$ cat src/rtl/pkt_source.sv
// Packet stimulus source: emits one header-tagged packet of incrementing payload
// beats per accepted start, followed by an optional idle gap.
module pkt_source #(
    parameter int DATA_W = 32,
    parameter int LEN_W  = 8,
    parameter int CNT_W  = 16
) (
    input  logic              clk,
    input  logic              rst,
    input  logic              start,
    input  logic [DATA_W-1:0] hdr,
    input  logic [LEN_W-1:0]  len,
    input  logic [DATA_W-1:0] seed,
    input  logic [3:0]        gap,
    input  logic              abort,
    output logic [DATA_W-1:0] hdr_in,
    output logic              sop_in,
    output logic              ena_in,
    output logic [DATA_W-1:0] data0_in,
    output logic              busy,
    output logic              done,
    output logic [CNT_W-1:0]  pkt_count
);

    typedef enum logic [1:0] {
        IDLE = 2'd0,
        SEND = 2'd1,
        GAP  = 2'd2
    } state_t;

    localparam logic [LEN_W:0]    BEAT_ONE = {{LEN_W{1'b0}}, 1'b1};
    localparam logic [DATA_W-1:0] DATA_ONE = {{(DATA_W-1){1'b0}}, 1'b1};
    localparam logic [CNT_W-1:0]  CNT_ONE  = {{(CNT_W-1){1'b0}}, 1'b1};

    // A zero-length request still produces one beat; the extra MSB lets the
    // maximum request complete without the beat counter wrapping.
    function automatic logic [LEN_W:0] norm_len(input logic [LEN_W-1:0] l);
        return (l == '0) ? BEAT_ONE : {1'b0, l};
    endfunction

    state_t            state, state_nxt;
    logic [LEN_W:0]    beat, beat_nxt;
    logic [LEN_W:0]    len_q, len_nxt;
    logic [3:0]        gap_q, gap_nxt;
    logic [3:0]        gap_cnt, gap_cnt_nxt;
    logic [DATA_W-1:0] hdr_nxt, data_nxt;
    logic              sop_nxt, ena_nxt, busy_nxt, done_nxt;
    logic [CNT_W-1:0]  cnt_nxt;

    // Outputs are computed for the upcoming cycle so every port is a flop.
    always_comb begin
        state_nxt   = state;
        beat_nxt    = beat;
        len_nxt     = len_q;
        gap_nxt     = gap_q;
        gap_cnt_nxt = gap_cnt;
        hdr_nxt     = '0;
        data_nxt    = '0;
        sop_nxt     = 1'b0;
        ena_nxt     = 1'b0;
        done_nxt    = 1'b0;
        cnt_nxt     = pkt_count;

        case (state)
            IDLE: begin
                if (start && !abort) begin
                    state_nxt = SEND;
                    beat_nxt  = '0;
                    len_nxt   = norm_len(len);
                    gap_nxt   = gap;
                    hdr_nxt   = hdr;
                    data_nxt  = seed;
                    sop_nxt   = 1'b1;
                    ena_nxt   = 1'b1;
                end
            end
            SEND: begin
                if (abort) begin
                    state_nxt = IDLE;
                end else if ((beat + BEAT_ONE) < len_q) begin
                    beat_nxt = beat + BEAT_ONE;
                    hdr_nxt  = hdr_in;
                    data_nxt = data0_in + DATA_ONE;
                    ena_nxt  = 1'b1;
                end else if (gap_q != 4'd0) begin
                    state_nxt   = GAP;
                    gap_cnt_nxt = gap_q;
                end else begin
                    state_nxt = IDLE;
                    done_nxt  = 1'b1;
                    cnt_nxt   = pkt_count + CNT_ONE;
                end
            end
            GAP: begin
                if (abort) begin
                    state_nxt = IDLE;
                end else if (gap_cnt == 4'd1) begin
                    state_nxt = IDLE;
                    done_nxt  = 1'b1;
                    cnt_nxt   = pkt_count + CNT_ONE;
                end else begin
                    gap_cnt_nxt = gap_cnt - 4'd1;
                end
            end
            default: begin
                state_nxt = IDLE;
            end
        endcase

        busy_nxt = (state_nxt != IDLE);
    end

    always_ff @(posedge clk) begin
        if (rst) begin
            state     <= IDLE;
            beat      <= '0;
            len_q     <= '0;
            gap_q     <= '0;
            gap_cnt   <= '0;
            hdr_in    <= '0;
            data0_in  <= '0;
            sop_in    <= 1'b0;
            ena_in    <= 1'b0;
            busy      <= 1'b0;
            done      <= 1'b0;
            pkt_count <= '0;
        end else begin
            state     <= state_nxt;
            beat      <= beat_nxt;
            len_q     <= len_nxt;
            gap_q     <= gap_nxt;
            gap_cnt   <= gap_cnt_nxt;
            hdr_in    <= hdr_nxt;
            data0_in  <= data_nxt;
            sop_in    <= sop_nxt;
            ena_in    <= ena_nxt;
            busy      <= busy_nxt;
            done      <= done_nxt;
            pkt_count <= cnt_nxt;
        end
    end

endmodule

$ cat config.mk
export PLATFORM = sky130hd
export DESIGN_NAME = pkt_source
export DESIGN_NICKNAME = d
export VERILOG_FILES = /design/src/rtl/pkt_source.sv
export SDC_FILE = /design/constraint.sdc
export NUM_CORES = 1
export LEC_CHECK = 0
export ABC_CLOCK_PERIOD_IN_PS = 7310
export BUFFER_PORTS_ARGS = -buffer_cell sky130_fd_sc_hd__buf_4
export CAP_MARGIN = 20
export CORE_UTILIZATION = 45
export DETAILED_ROUTE_END_ITERATION = 16
export MAX_ROUTING_LAYER = met4
export PLACE_DENSITY_LB_ADDON = 0.2
export RECOVER_POWER = 50
export SYNTH_ARGS = -nofsm -noshare
export SYNTH_HDL_FRONTEND = slang
export SYNTH_SLANG_ARGS = --single-unit
$ cat constraint.sdc
create_clock -name clk -period 7.31 [get_ports clk]
set_input_delay 0.3655 -clock clk [delete_from_list [all_inputs] [get_ports clk]]
set_output_delay 0.3655 -clock clk [all_outputs]
set_load 0.005 [all_outputs]
==> metrics.csv <==
metric;value;unit
outcome;finished, violations left;
violations;max-capacitance violations, max-slew violations;
slew_violations;67;
cp.arrival;4.43;ns
synthArstFlopShare;0;
design.die.area;12230;um2
fp.dieW;110.6;um
p_leak;2.733;nW
die_h;110.6;um
cts_root_buffer;clkbuf_16;
syn2layout_area_growth;29.49;%
cap_violations;2;
first_pass_iters;5;
start_util;0.4628;
pre_cts_ws;3.361;ns
drtAntennaViolNets;0;
synthAdderAreaFrac;0.03772;
dr.first_iter.drc_count;309;
track_usage;0.2368;
power_density;191.4;nW/um2
final_cell_mix;dfxtp_1, nand2_1, buf_4;
hold_viol_final;0;
dpl-instance-area;6580;um2
gp_congestion;0.8559;
wl_per_cell;14.97;um
cts.sinks;111;
highest_layer;met4;
reg2reg_depth;6;
min_from;abort;
hpwl;9954;um
yosys.area_share.simple;0.2520;
fin_area;6873;um2
synth_compound_area_frac;0.1754;
post_cts_buffers;0;
grt_setup_unrepaired;false;
wl_met3;871;um
cts_resized;0;
io_pins;164;
io_buffers;163;
setup_ws;3.113;ns
ys_ff_latch;111;
synth_cells;657;
grt_pass1_vias;4821;
worst_setup_path_start_kind;flip-flop;
synth_edf_count;0;
ys_warn_count;0;
synth_flop_cell;dfxtp_1;
synth_nets;753;
cts_buffer_depth;2;
rows;39;
reg2reg_from;state[0];
wl;14120;um
dr_wl_met2;6689;um
coreArea;11470;um2
drcViolationCount;0;
worstPathRequired;7.54;ns
ys_seq_area_frac;0.4187;
via_count;5279;
antenna_found_initial;0;
grt_pass1_wl;23410;um
clk-insertion-delay-late;0.35;ns
post-route-period-util;0.5742;
synthMuxAreaShare;0.009901;
cts_max_level;3;
critPathKind;reg2reg;
drive_gt1_frac;0.2300;
syn_area;5308;um2
synth_top_family_by_area;simple AND/OR/NAND/NOR gates;
p_total;1.315;mW
path_max_fanout;24;
setup_tns;0;ns
final_common_cell;dfxtp_1;
synth_area_per_cell;8.079;um2
hold_buffers;0;
critical_path.endpoint_type;flip-flop;
synthXorXnorAreaFrac;0.05611;
cts_tree;yes;
synth_cell_type_count;52;
timing.critical_path.from;state[0];
finalCriticalPeriod;4.197;ns
grt.overflow.total;0;
hold_class;in2reg;
antennaDiodeCount;0;
worst_slew_pin_slew;2.898;ns
maxSlewHeadroom;-0.9521;
grt_max_degree;68;
clkTransAtPathRegs;0.07;ns
max_freq;238.2;MHz
fin_skew;0.006610;ns
avgViaCountPerCell;5.598;
peakVddDrop;124.3;uV
finalSetupViolations;0;
final_util;0.5993;
numCtsBuffers;9;
final_net_count;891;
met1_length;6381;um
whs_path_depth;2;
==> area by class of cell <==
| type | count | area, um2 |
|---|---|---|
| Fill cell | 1034 | 4594 |
| Clock buffer | 9 | 225.2 |
| Sequential cell | 111 | 2222 |
| Multi-Input combinational cell | 480 | 2819 |
| Inverter | 25 | 93.84 |
| Timing Repair Buffer | 168 | 1231 |
| Tap cell | 143 | 178.9 |
| Clock inverter | 7 | 102.6 |
==> kinds of logic (layout without fill, tap and decap cells) <==
logic type      count (synthesis)  count (layout)
buf+inv                        66             209
fa+ha+maj                      16              16
xor+xnor                       34              34
flops                         111             111
mux                             5               5
compound gates                148             148
simple gates                  277             277
==> worst max-delay path: stages (launching register included) <==
cell and delay [ns]:
dfxtp_1 0.37, inv_1 0.09, ha_1 0.28, o21ai_0 2.18, nor2_1 0.76, nand2_1 0.29, o21ai_1 0.09
==> path summary, 6_finish.rpt <==
kind,end,slack (ns)
worst max-delay path,data0_in[21],3.11
worst min-delay path,done,0.18
worst max register to register,data0_in[21],3.11
worst min register to register,beat[8],0.45
==> registers in the layout, indices dropped and copies added (netlist names) <==
register / count
pkt_count: 16
beat: 9
ena_in: 1
done: 1
busy: 1
data0_in: 32
gap_cnt: 4
gap_q: 4
len_q: 8
hdr_in: 32
state: 2
sop_in: 1
==> where the power goes <==
group | total (mW) | internal [mW] | switching (mW)
combinational | 0.142 | 0.0653 | 0.0765
sequential | 0.635 | 0.621 | 0.0140
clock | 0.538 | 0.305 | 0.234
==> per-layer routing <==
metal | track usage | vias to the layer above
li1 | - | 2608
met1 | 0.3088 | 2494
met2 | 0.3652 | 159
met3 | 0.05104 | 18
met4 | 0.07733 | 0
met5 | - | -
==> cells in the mapped netlist (all sizes together), types with 2 or more instances <==
library cell  number  area share
a21o               3      0.0042
and2               6      0.0071
ha                16       0.038
or3                4      0.0047
buf               20       0.018
and3              13       0.015
clkbuf            21       0.015
o221ai             5      0.0083
or4               13       0.018
and4               5      0.0083
a22oi             21       0.030
dfxtp            111        0.42
o211ai             3      0.0042
nand2            101       0.071
nand4             18       0.021
nor4               4      0.0059
a211oi             4      0.0090
o21ai             23       0.022
xor2              19       0.031
mux2               2      0.0042
nor3               8      0.0075
nor2              46       0.033
nand3             51       0.049
o311ai             3      0.0050
xnor2             15       0.025
a21oi             63       0.059
inv               24       0.017
a31oi              2      0.0024
mux2i              3      0.0057
nor2b              3      0.0035
o31ai             14       0.020
==> through the flow <==
step / std cells / hold slack (ns)
floorplan: 657 / 0.4227
global placement: 927 / 0.4391
detailed placement: 927 / 0.4392
CTS: 943 / 0.1700
global route: 943 / 0.1723
finish: 943 / 0.1840
(Power assumes the default switching activity.)
